===== src/rtl/zigzag_scan_pp_pkg.sv =====
// rtl/zigzag_scan_pp_pkg.sv - shared constants and types for the zigzag/transpose block reorderer
package zigzag_scan_pp_pkg;

  localparam logic SCAN_ZIGZAG    = 1'b0;
  localparam logic SCAN_TRANSPOSE = 1'b1;

  typedef enum logic {
    DIR_UP = 1'b0,
    DIR_DN = 1'b1
  } dir_t;

  typedef enum logic {
    IDLE = 1'b0,
    RUN  = 1'b1
  } rd_state_t;

endpackage


===== src/rtl/zigzag_scan_pp_addr_gen.sv =====
// rtl/zigzag_scan_pp_addr_gen.sv - arithmetic row/column walker producing zigzag or column-major read addresses
module zz_addr_gen
  import zigzag_scan_pp_pkg::*;
#(
  parameter int N    = 8,
  parameter int LOGN = $clog2(N),
  parameter int AW   = 2 * LOGN
) (
  input  logic          clk,
  input  logic          rst_n,
  input  logic          start,
  input  logic          step,
  input  logic          mode,
  output logic [AW-1:0] addr,
  output logic          last
);

  localparam logic [LOGN-1:0] MAXI = LOGN'(N - 1);
  localparam logic [LOGN-1:0] ONE  = LOGN'(1);

  logic [LOGN-1:0] r;
  logic [LOGN-1:0] c;
  dir_t            dir;

  // start wins over step so the final element of a block rearms the walker at (0,0)
  always_ff @(posedge clk or negedge rst_n) begin
    if (!rst_n) begin
      r   <= '0;
      c   <= '0;
      dir <= DIR_UP;
    end else if (start) begin
      r   <= '0;
      c   <= '0;
      dir <= DIR_UP;
    end else if (step) begin
      if (mode == SCAN_TRANSPOSE) begin
        if (r == MAXI) begin
          r <= '0;
          c <= c + ONE;
        end else begin
          r <= r + ONE;
        end
      end else if (dir == DIR_UP) begin
        if (c == MAXI) begin
          r   <= r + ONE;
          dir <= DIR_DN;
        end else if (r == '0) begin
          c   <= c + ONE;
          dir <= DIR_DN;
        end else begin
          r <= r - ONE;
          c <= c + ONE;
        end
      end else begin
        if (r == MAXI) begin
          c   <= c + ONE;
          dir <= DIR_UP;
        end else if (c == '0) begin
          r   <= r + ONE;
          dir <= DIR_UP;
        end else begin
          r <= r + ONE;
          c <= c - ONE;
        end
      end
    end
  end

  // N is a power of two, so r*N+c is a plain concatenation
  assign addr = {r, c};
  assign last = (r == MAXI) && (c == MAXI);

endmodule


===== src/rtl/zigzag_scan_pp.sv =====
// rtl/zigzag_scan_pp.sv - ping-pong N×N block reorderer, raster in, zigzag or transposed out
module zigzag_scan_pp
  import zigzag_scan_pp_pkg::*;
#(
  parameter int DW = 10,
  parameter int N  = 8
) (
  input  logic          clk,
  input  logic          rst_n,
  input  logic          in_valid,
  output logic          in_ready,
  input  logic [DW-1:0] in_data,
  input  logic          scan_mode,
  output logic          out_valid,
  input  logic          out_ready,
  output logic [DW-1:0] out_data,
  output logic          out_last,
  output logic [1:0]    bank_full
);

  localparam int LOGN  = $clog2(N);
  localparam int AW    = 2 * LOGN;
  localparam int DEPTH = N * N;
  localparam logic [AW-1:0] A_ONE = AW'(1);

  logic [DW-1:0] mem0 [DEPTH];
  logic [DW-1:0] mem1 [DEPTH];
  logic [DW-1:0] q0, q1;

  logic [AW-1:0] wcnt;
  logic          wbank;
  logic [1:0]    mode_r;
  logic          wr, wr_last;

  rd_state_t     state;
  logic          rbank;
  logic          rd_valid, rd_last, rd_bank;
  logic [DW-1:0] rd_data;
  logic [AW-1:0] raddr;
  logic          gen_last;
  logic          issue, done, space, pop;
  logic [1:0]    occ;

  logic          skid_valid, skid_last;
  logic [DW-1:0] skid_data;

  assign in_ready = !bank_full[wbank];
  assign wr       = in_valid && in_ready;
  assign wr_last  = wr && (&wcnt);

  always_ff @(posedge clk or negedge rst_n) begin
    if (!rst_n) begin
      wcnt      <= '0;
      wbank     <= 1'b0;
      mode_r    <= '0;
      bank_full <= 2'b00;
    end else begin
      if (wr) begin
        wcnt <= wcnt + A_ONE;
        if (wcnt == '0) mode_r[wbank] <= scan_mode;
        if (&wcnt) wbank <= ~wbank;
      end
      bank_full <= (bank_full | (wr_last ? (2'b01 << wbank) : 2'b00))
                 & ~(done ? (2'b01 << rbank) : 2'b00);
    end
  end

  always_ff @(posedge clk) begin
    if (wr && !wbank) mem0[wcnt] <= in_data;
    if (issue && !rbank) q0 <= mem0[raddr];
  end

  always_ff @(posedge clk) begin
    if (wr && wbank) mem1[wcnt] <= in_data;
    if (issue && rbank) q1 <= mem1[raddr];
  end

  // Occupancy counts the read in flight, so a new read is only issued when it is guaranteed a slot
  assign pop   = out_valid && out_ready;
  assign occ   = 2'(out_valid) + 2'(skid_valid) + 2'(rd_valid);
  assign space = (occ - {1'b0, pop}) < 2'd2;
  assign issue = space && ((state == RUN) || bank_full[rbank]);
  assign done  = issue && gen_last;

  zz_addr_gen #(
    .N   (N),
    .LOGN(LOGN),
    .AW  (AW)
  ) u_addr_gen (
    .clk  (clk),
    .rst_n(rst_n),
    .start(done),
    .step (issue),
    .mode (mode_r[rbank]),
    .addr (raddr),
    .last (gen_last)
  );

  always_ff @(posedge clk or negedge rst_n) begin
    if (!rst_n) begin
      state    <= IDLE;
      rbank    <= 1'b0;
      rd_valid <= 1'b0;
      rd_last  <= 1'b0;
      rd_bank  <= 1'b0;
    end else begin
      rd_valid <= issue;
      if (issue) begin
        rd_last <= gen_last;
        rd_bank <= rbank;
      end
      case (state)
        IDLE: if (issue) state <= RUN;
        RUN: begin
          if (done) begin
            state <= IDLE;
            rbank <= ~rbank;
          end
        end
        default: state <= IDLE;
      endcase
    end
  end

  assign rd_data = rd_bank ? q1 : q0;

  always_ff @(posedge clk or negedge rst_n) begin
    if (!rst_n) begin
      out_valid  <= 1'b0;
      out_data   <= '0;
      out_last   <= 1'b0;
      skid_valid <= 1'b0;
      skid_data  <= '0;
      skid_last  <= 1'b0;
    end else if (!out_valid || pop) begin
      if (skid_valid) begin
        out_valid  <= 1'b1;
        out_data   <= skid_data;
        out_last   <= skid_last;
        skid_valid <= rd_valid;
        skid_data  <= rd_data;
        skid_last  <= rd_last;
      end else begin
        out_valid <= rd_valid;
        out_last  <= rd_valid && rd_last;
        if (rd_valid) out_data <= rd_data;
      end
    end else if (rd_valid) begin
      skid_valid <= 1'b1;
      skid_data  <= rd_data;
      skid_last  <= rd_last;
    end
  end

endmodule


===== config.mk =====
export PLATFORM = sky130hd
export DESIGN_NAME = zigzag_scan_pp
export DESIGN_NICKNAME = d
export VERILOG_FILES = /design/src/rtl/zigzag_scan_pp_pkg.sv /design/src/rtl/zigzag_scan_pp_addr_gen.sv /design/src/rtl/zigzag_scan_pp.sv
export SDC_FILE = /design/constraint.sdc
export NUM_CORES = 1
export LEC_CHECK = 0
export ABC_AREA = 0
export BUFFER_PORTS_ARGS = -buffer_cell sky130_fd_sc_hd__buf_2
export CAP_MARGIN = 5
export CELL_PAD_IN_SITES_DETAIL_PLACEMENT = 0
export CELL_PAD_IN_SITES_GLOBAL_PLACEMENT = 2
export CORE_MARGIN = 2
export CORE_UTILIZATION = 50
export DETAILED_ROUTE_END_ITERATION = 8
export PLACE_DENSITY = 0.8
export SKIP_CTS_REPAIR_TIMING = 1
export SYNTH_ARGS = -nofsm -noshare
export SYNTH_HDL_FRONTEND = slang
export SYNTH_SLANG_ARGS = --single-unit

===== constraint.sdc =====
create_clock -name clk -period 4.54 [get_ports clk]
set_input_delay 0.454 -clock clk [delete_from_list [all_inputs] [get_ports clk]]
set_output_delay 0.454 -clock clk [all_outputs]
set_load 0.05 [all_outputs]

==> results of run 1 <==
==> where the power goes <==
| part | internal [mW] | total, mW | switching (mW) |
|---|---|---|---|
| Sequential | 14.2 | 14.9 | 0.638 |
| Clock | 6.05 | 10.6 | 4.57 |
| Combinational | 3.99 | 9.89 | 5.90 |
==> Yosys cell counts, types with 8 or more instances <==
| library cell | n | area, sq um |
|---|---|---|
| a2111oi_0 | 8 | 70.1 |
| a21oi_1 | 85 | 425 |
| mux2_2 | 52 | 586 |
| nand2_1 | 183 | 687 |
| nor3_1 | 20 | 100 |
| dfrtp_1 | 47 | 1180 |
| a221oi_1 | 9 | 78.8 |
| mux2i_1 | 67 | 671 |
| buf_4 | 25 | 188 |
| inv_1 | 12 | 45.0 |
| nor2_1 | 157 | 589 |
| mux4_2 | 301 | 6780 |
| o21ai_1 | 16 | 80.1 |
| buf_2 | 58 | 290 |
| or3_1 | 12 | 75.1 |
| o22ai_1 | 25 | 156 |
| ha_1 | 12 | 150 |
| edfxtp_1 | 1300 | 39000 |
| nor2b_1 | 16 | 100 |
| o21ai_0 | 14 | 70.1 |
| a22oi_1 | 12 | 90.1 |
| a31oi_1 | 19 | 119 |
| nand3_1 | 40 | 200 |
| clkbuf_1 | 53 | 199 |
| buf_6 | 11 | 124 |
| o31ai_1 | 12 | 90.1 |
==> worst register-to-register path: cells and delay by family (launching register included) <==
kind	cells	cell delay [ns]
DFF	1	0.46
buffers and inverters	1	0.33
and+or+nand+nor	3	2.36
==> registers in the layout, indices dropped and copies added (netlist names), 2 cells and up <==
name and flops:
mem1 640, skid_data 10, out_data 10, q0 10, wcnt 6, q1 10, u_addr_gen.r 3, u_addr_gen.c 3
bank_full 2, mem0 640, mode_r 2
==> path summary, 6_finish.rpt <==
path                                          endpoint  slack, ns  cells after the start
setup / recovery                 mem0[16][7]$_DFFE_PP_        1.0                      4
hold / removal                    out_last$_DFFE_PN0N_       0.06                      4
setup reg to reg                 mem0[16][7]$_DFFE_PP_        1.0                      4
hold reg to reg                out_data[2]$_DFFE_PN0P_       0.48                      2
max in group asynchronous  u_addr_gen.c[1]$_DFFE_PN0P_       3.71                      3
min in group asynchronous       skid_valid$_DFFE_PN0P_       0.35                      3
==> final cells by class <==
type	count	area [sq um]	area share
Sequential cell	1347	40200	0.677
Multi-Input combinational cell	1123	11600	0.195
Clock buffer	169	3610	0.0608
Tap cell	1391	1740	0.0293
Timing Repair Buffer	199	1580	0.0265
Clock inverter	67	569	0.00959
Inverter	15	56.3	0.000948
==> cells by family after synthesis <==
group           after synthesis
flops                      1347
simple gates                456
mux                         422
compound gates              223
buf+inv                     169
fa+ha+maj                    13
xor+xnor                      9
==> cell usage in the layout (no fill, tap or decap), types with 8 or more instances in the layout <==
cell,synthesis,layout
o31ai_1,12,12
ha_1,12,12
a31oi_1,19,19
o21ai_0,14,14
clkbuf_1,53,29
a2111oi_0,8,8
inv_1,12,11
or3_1,12,12
a22oi_1,12,12
mux4_2,301,301
buf_4,25,168
mux2i_1,67,67
o21ai_1,16,16
clkbuf_16,0,140
clkinv_1,1,26
nor2_1,157,156
nand3_1,40,40
buf_2,58,19
nand2_1,183,183
o22ai_1,25,25
nor3_1,20,20
dfrtp_1,47,43
mux2_2,52,52
a221oi_1,9,9
buf_12,0,10
a21oi_1,85,85
nor2b_1,16,16
edfxtp_1,1300,1300
clkinv_2,0,17
==> metrics by stage <==
stage          cells  area, sq um
4_1_cts         4309        59400
3_5_place_dp    4073        55200
2_1_floorplan   2639        52700
5_1_grt         4311        59400
6_report        4311        59400
3_3_place_gp    4073        55200
==> per-layer routing <==
layer / global-route usage / routed length, um / up-vias
li1: - / - / 11095
met1: 0.350 / 53300 / 14009
met2: 0.377 / 60700 / 1178
met3: 0.0433 / 10200 / 181
met4: 0.0755 / 3470 / 2
met5: 0 / 55 / -
==> out/qor.csv, run 1 <==
metric;value;unit
crit_path_start_kind;flip-flop;
synth_nets;2666;
grt_usage;0.241;
cp_slowest_cell;nor2_1;
synthXorXnorAreaFrac;0.00150;
maxCapViolations;0;
hold_viol_final;0;
grt_pass1_wl;187000;um
slowest_delay;0.95;ns
synth-simple-area-share;0.0369;
cp_top_family;simple AND/OR/NAND/NOR gates;
grt_pass1_vias;26671;
first_iter_violations;3072;
n_antenna_cell;0;
cp.buffers_inverters;1;
power_density;595;nW/um^2
cp_max_fo;10;
worst_pin_slew;1.27;ns
cts_root_buf;clkbuf_16;
setup.worst_path.start;wbank$_DFFE_PN0P_;
io_pins;30;
dpl_worst_slack;0.977;ns
critPathKind;flip-flop to flip-flop;
reg2reg_from;wbank$_DFFE_PN0P_;
slew_viol_final;0;
rsz0062_at_grt;no;
dieArea;108000;sq um
synth_fa_ha_area_frac;0.00304;
syn-cell-area;52700;sq um
std_cell_rows;119;
ys_seq_elements;1347;
overflow;0;
ctsHtreeMaxLevel;4;
fillCellCount;7717;
synth_compound_gate_area_share;0.0259;
finalSetupViolations;0;
gp_congestion;0.867;
fin_crit_sh;0.781;
required;4.88;ns
numCtsBuffers;135;
vias;26465;
arrival;3.88;ns
synth-seq-area-share;0.763;
insertion_delay;0.74;ns
max_slew_margin;0.152;
dieHeight;329;um
grt_antenna_before_repair;2;
initial_core_util;0.502;
hp-class;input port to flip-flop;
skew;0.0223;ns
setup_slack;0.996;ns
syn_avg_cell_area;20.0;sq um
yosys_warnings;0;
crit_chain;nor3b_1, nand3_1, buf_4, nor2_1;
area_growth;12.7;%
drtPass1Iterations;5;
core_area;105000;sq um
avgViaCountPerCell;6.14;
p_total;35.4;mW
period_minus_slack;3.54;ns
cts_tree;yes;
fin_util;0.566;
grt_max_degree;90;
muxShareOfSynthArea;0.153;
antenna_left;0;
hold_slack;0.0618;ns
cts.path.max_buffers;3;
wire_per_inst;29.6;um
ir_drop;0.478;mV
status;complete, no violations;
endpoint_kind;flip-flop;
clkTransAtPathRegs;0.06;ns
setup-tns-final;0;ns
final_layout_size_suffix_gt1_frac;0.254;
worst_hold_startpoint;out_ready;
synth-edff-count;1300;
post-dp-hpwl;79300;um
p_leak;19.0;nW
fin_nets;2848;
yosys.cell_types.count;54;
synth_cells;2639;
die_x;329;um
numPortBuffers;29;
synth_top_family_by_area;multiplexers;
yosys_most_used_dff;edfxtp_1;
fmax;282;MHz
drc;0;
synthArstFlopShare;0.0349;
routed_wl;128000;um
numClockSinks;1347;
Power figures use the tool's default switching activity.
==> run 2, diff against run 1 <==
--- a/config.mk
+++ b/config.mk
@@ -11,9 +11,9 @@
 export CELL_PAD_IN_SITES_DETAIL_PLACEMENT = 0
 export CELL_PAD_IN_SITES_GLOBAL_PLACEMENT = 2
 export CORE_MARGIN = 2
-export CORE_UTILIZATION = 50
+export CORE_UTILIZATION = 45
 export DETAILED_ROUTE_END_ITERATION = 8
-export PLACE_DENSITY = 0.8
+export PLACE_DENSITY = 0.76
 export SKIP_CTS_REPAIR_TIMING = 1
 export SYNTH_ARGS = -nofsm -noshare
 export SYNTH_HDL_FRONTEND = slang
==> constraint.sdc (replaced) <==
create_clock -name clk -period 3.1 [get_ports clk]
set_input_delay 0.31 -clock clk [delete_from_list [all_inputs] [get_ports clk]]
set_output_delay 0.31 -clock clk [all_outputs]
set_load 0.05 [all_outputs]
==> run 2 against run 1 <==
Net effect:
- combinational power grew 59%
- routed wire length grew 0.24%
- largest power group unchanged
- count of clock-buffer cells in the layout is the same
- flip-flop and latch count is the same
- largest cell class unchanged
- via count grew 0.37%
==> out/qor.csv, run 2 (synthesis results as in run 1) <==
metric;value;unit
initial_core_util;0.454;
worst_pin_slew;1.29;ns
critPathMostFrequentCell;nor2_1;
dieHeight;346;um
dpl_worst_slack;0.120;ns
drtPass1Iterations;7;
required;3.44;ns
endpoint;mem1[32][2]$_DFFE_PP_;
final_common_cell;edfxtp_1;
met2_length;62200;um
multi_input_area;11600;sq um
wl_met3;7520;um
cts_tree;yes;
area_growth;15.6;%
numClockSinks;1347;
post-dp-hpwl;79800;um
rsz0062_at_grt;no;
grt_pass1_wl;188000;um
hp-class;input port to flip-flop;
slowest_delay;0.97;ns
grt_antenna_before_repair;5;
final_cell_mix;edfxtp_1 (1300), mux4_2 (301), buf_4 (261), nand2_1 (183), nor2_1 (156);
vias;26563;
dp.cells;4319;
crit_path_start_kind;flip-flop;
p_seq_frac;0.403;
finalSetupViolations;0;
crit_chain;nor2_1, nand2_1, or3_1, nor2_1;
power_density;872;nW/um^2
p_leak;19.8;nW
fillCellCount;9057;
cp_slowest_cell;nor2_1;
p_switching;16.5;mW
cp_max_fo;11;
reg2reg_from;wcnt[3]$_DFFE_PN0P_;
fin_crit_sh;0.931;
antenna_left;0;
die_x;346;um
maxCapViolations;0;
setup.worst_path.start;wcnt[3]$_DFFE_PN0P_;
final_layout_size_suffix_gt1_frac;0.286;
pwr-share-clk;0.301;
comb_power_share;0.295;
grt_usage;0.216;
finalInstanceArea;60900;sq um
status;complete, no violations;
grt_pass1_vias;27104;
first_iter_violations;2809;
n_antenna_cell;0;
reg2reg_to;mem1[32][2]$_DFFE_PP_;
numPortBuffers;29;
slew_viol_final;0;
setup-tns-final;0;ns
avgViaCountPerCell;5.80;
insertion_delay;0.75;ns
fin_util;0.524;
hold_viol_final;0;
fin_nets;2968;
arrival;3.23;ns
stdcell_count;4579;
setup_slack;0.213;ns
ctsHtreeMaxLevel;4;
fmax;346;MHz
top_regs;mem0: 640 flops, mem1: 640 flops;
gp_congestion;0.845;
cts_root_buf;clkbuf_16;
wire_per_inst;28.0;um
period_minus_slack;2.89;ns
std_cell_rows;125;
skew;0.0257;ns
critPathKind;flip-flop to flip-flop;
endpoint_kind;flip-flop;
p_int;36.6;mW
overflow;0;
sw_frac_of_total;0.311;
worst_r2r_path_depth;4;
core_area;116000;sq um
r2r_setup_slack;0.21;ns
io_pins;30;
drc;0;
dieArea;120000;sq um
place_area;56500;sq um
seq_area;40200;sq um
ir_drop;0.555;mV
top_layer_used;met4;
cts.path.max_buffers;3;
clkTransAtPathRegs;0.06;ns
max_slew_margin;0.139;
grt_max_degree;129;
numCtsBuffers;139;
wl_met1;55100;um
routed_wl;128000;um
==> run 2: layout make-up <==
cell class / instances / area share
Sequential cell: 1347 / 0.660
Multi-Input combinational cell: 1123 / 0.191
Clock buffer: 169 / 0.0605
Timing Repair Buffer: 315 / 0.0447
Tap cell: 1524 / 0.0313
Clock inverter: 86 / 0.0116
Inverter: 15 / 0.000924
==> run 2: worst min-delay path by stage <==
stage                                        from                      end  slack, ns  cells after the start
after floorplan                             rst_n   bank_full[0]$_DFF_PN0_       0.01                      0
after detailed placement  out_data[5]$_DFFE_PN0P_  out_data[5]$_DFFE_PN0P_       0.47                      2
after global placement    out_data[6]$_DFFE_PN0P_  out_data[6]$_DFFE_PN0P_       0.46                      2
after global routing                   in_data[3]    mem0[13][3]$_DFFE_PP_       0.09                      1
after CTS                               scan_mode    mode_r[1]$_DFFE_PN0P_      -0.23                      2
final                                  in_data[3]     mem0[9][3]$_DFFE_PP_        0.1                      1
==> run 2: worst max-delay path, delay by kind of cell (launching register included) <==
kind / cells / cell delay (ns)
flip-flops: 1 / 0.50
AND/OR/NAND/NOR: 4 / 1.98
==> run 2: per-stage QoR <==
stage / hold slack [ns] / power, mW
2_1_floorplan: 0.0144 / 31.7
3_3_place_gp: 0.462 / 37.4
3_5_place_dp: 0.468 / 37.6
4_1_cts: -0.234 / 53.6
5_1_grt: 0.0853 / 55.2
6_report: 0.0953 / 53.1
==> run 2: power groups by stage <==
stage               sequential (mW)  clock [mW]  combinational, mW
finish                         21.4        16.0               15.7
global route                   21.5        17.0               16.7
floorplan                      21.6           0               10.0
detailed placement             21.8           0               15.8
global placement               21.7           0               15.7
CTS                            21.4        16.3               15.9
==> run 2: layer usage <==
| layer | vias to the layer above | track usage |
|---|---|---|
| met2 | 907 | 0.344 |
| met4 | 0 | 0.0673 |
| met1 | 14128 | 0.310 |
| met3 | 174 | 0.0316 |
| met5 | - | 0 |
| li1 | 11354 | - |
==> run 3, diff against run 2 <==
--- a/config.mk
+++ b/config.mk
@@ -17,4 +17,5 @@
 export SKIP_CTS_REPAIR_TIMING = 1
 export SYNTH_ARGS = -nofsm -noshare
 export SYNTH_HDL_FRONTEND = slang
+export SYNTH_HIERARCHICAL = 1
 export SYNTH_SLANG_ARGS = --single-unit
==> run 3 against run 2 <==
Net effect:
- die area about the same
- highest routed layer is now met5
- combinational power increased by 3%
- count of clock-buffer cells in the layout decreased by 6
- critical path type unchanged
- register-to-register slack got worse by 0.11 ns
==> out/qor.csv, run 3 <==
metric;value;unit
grt_pass1_wl;189000;um
avgViaCountPerCell;5.91;
final_common_cell;edfxtp_1;
synth-seq-area-share;0.762;
dieArea;120000;sq um
grt_pass1_vias;27117;
core_area;116000;sq um
required;3.54;ns
fin_crit_sh;0.968;
status;complete, no violations;
p_leak;19.9;nW
met2_length;63200;um
rsz0062_at_grt;no;
synth_nets;2629;
cts.path.max_buffers;3;
critPathKind;flip-flop to flip-flop;
reg2reg_from;u_addr_gen/c[0]$_DFFE_PN0P_;
routed_wl;129000;um
cts_root_buf;clkbuf_16;
clkTransAtPathRegs;0.06;ns
setup-tns-final;0;ns
finalInstanceArea;60500;sq um
final_cell_mix;edfxtp_1 (1300), mux4_2 (260), buf_4 (246), nor2_1 (179), mux2i_1 (164);
grt_max_degree;118;
yosys_warnings;6;
synthMostInstantiatedCell;edfxtp_1;
fmax;333;MHz
seq_area;40200;sq um
slew_viol_final;0;
area_growth;14.7;%
arrival;3.44;ns
maxCapViolations;0;
fin_nets;2918;
post-dp-hpwl;82600;um
die_x;346;um
cp_max_fo;19;
synth.area.top_cells;edfxtp_1 (74%), mux4_2 (11%), mux2i_1 (3.1%), dfrtp_1 (2.2%), a22oi_1 (1.5%);
setup.worst_path.start;u_addr_gen/c[0]$_DFFE_PN0P_;
place_area;56200;sq um
setup_slack;0.0987;ns
multi_input_area;11500;sq um
numPortBuffers;29;
io_pins;30;
yosysTopAreaCell;edfxtp_1;
antenna_left;0;
wl_met3;8140;um
dpl_worst_slack;0.0390;ns
endpoint_kind;flip-flop;
ir_drop;0.549;mV
top_layer_used;met5;
synth_top_area_frac;0.740;
skew;0.0252;ns
yosys_most_used_dff;edfxtp_1;
vias;26749;
grt_antenna_before_repair;2;
ys_seq_elements;1347;
ctsHtreeMaxLevel;4;
drc;0;
yosys.cell_types.count;60;
power_density;884;nW/um^2
syn-cell-area;52700;sq um
std_cell_rows;125;
grt_usage;0.217;
numCtsBuffers;138;
yosys-top-cells-count;edfxtp_1 (1300), mux4_2 (260), nor2_1 (179), mux2i_1 (164), a22oi_1 (103);
hp-class;input port to flip-flop;
first_iter_violations;2816;
synthArstFlopShare;0.0349;
worst_pin_slew;1.07;ns
wire_per_inst;28.6;um
initial_core_util;0.454;
insertion_delay;0.74;ns
overflow;0;
fin_util;0.521;
fillCellCount;9018;
crit_path_start_kind;flip-flop;
finalSetupViolations;0;
top_regs;mem0: 640 flops, mem1: 640 flops;
hold_slack;0.0946;ns
synth_cells;2602;
period_minus_slack;3.00;ns
max_slew_margin;0.285;
syn_avg_cell_area;20.3;sq um
worst_hold_startpoint;in_data[7];
final_layout_size_suffix_gt1_frac;0.261;
numClockSinks;1347;
gp_congestion;0.821;
dieHeight;346;um
synth-edff-count;1300;
drtPass1Iterations;7;
hold_viol_final;0;
cts_tree;yes;
wl_met1;54800;um
-- run 3: changes by cell type in the layout (fill, tap and decap cells not counted), moves of 15 or more --
cell      change
o22ai_1      -25
mux2i_1      +97
nand2_1     -119
a22oi_1      +91
nor3_1       -16
inv_1        +15
mux4_2       -41
buf_4        -15
a21oi_1      -50
o21ai_1      -16
mux2_2       -40
nor2_1       +23
a221oi_1     +23
-- run 3: power breakdown --
group / internal, mW / total, mW / switching, mW
Clock: 8.78 / 15.6 / 6.79
Combinational: 6.69 / 16.2 / 9.53
Sequential: 20.9 / 21.7 / 0.780
-- run 3: worst max-delay path, stage by stage (launching register included) --
cell and delay (ns):
dfrtp_4 0.67, buf_12 0.24, buf_12 0.21, mux4_2 0.54
mux2_2 0.31, a221oi_2 0.58, a211oi_2 0.10
-- run 3: routing by layer --
layer  global-route usage  vias to the layer above
met5                    0                        -
met4               0.0614                        2
met3               0.0320                      184
met2                0.352                     1058
met1                0.307                    14211
li1                     -                    11294
-- run 3: path summary, 6_finish.rpt --
check	end	slack, ns	cells past startpoint
min	mem1[22][7]$_DFFE_PP_	0.09	1
max reg2reg	q0[4]$_DFFE_PP_	0.1	6
min reg2reg	out_data[2]$_DFFE_PN0P_	0.48	2
min in group asynchronous	out_last$_DFFE_PN0N_	0.15	2
max	q0[4]$_DFFE_PP_	0.1	6
max in group asynchronous	skid_data[9]$_DFFE_PN0P_	2.19	3
-- run 3: through the flow --
stage / instances / power (mW)
2_1_floorplan: 2602 / 32.4
3_3_place_gp: 4271 / 38.2
3_5_place_dp: 4271 / 38.4
4_1_cts: 4518 / 53.9
5_1_grt: 4522 / 55.5
6_report: 4523 / 53.5
-- run 3: layout make-up --
type | count | share of cell area
sequential | 1347 | 0.665
timing repair buffer | 294 | 0.0410
inverter | 28 | 0.00174
clock buffer | 163 | 0.0590
tap | 1524 | 0.0315
multi-input combinational | 1082 | 0.191
antenna | 1 | 0.0000414
clock inverter | 84 | 0.0110
-- run 3: kinds of logic after synthesis --
logic type / after synthesis / synth area share
flops: 1347 / 0.762
mux: 439 / 0.145
simple gates: 362 / 0.0312
compound gates: 258 / 0.0373
buf+inv: 173 / 0.0190
fa+ha+maj: 13 / 0.00304
xor+xnor: 10 / 0.00166
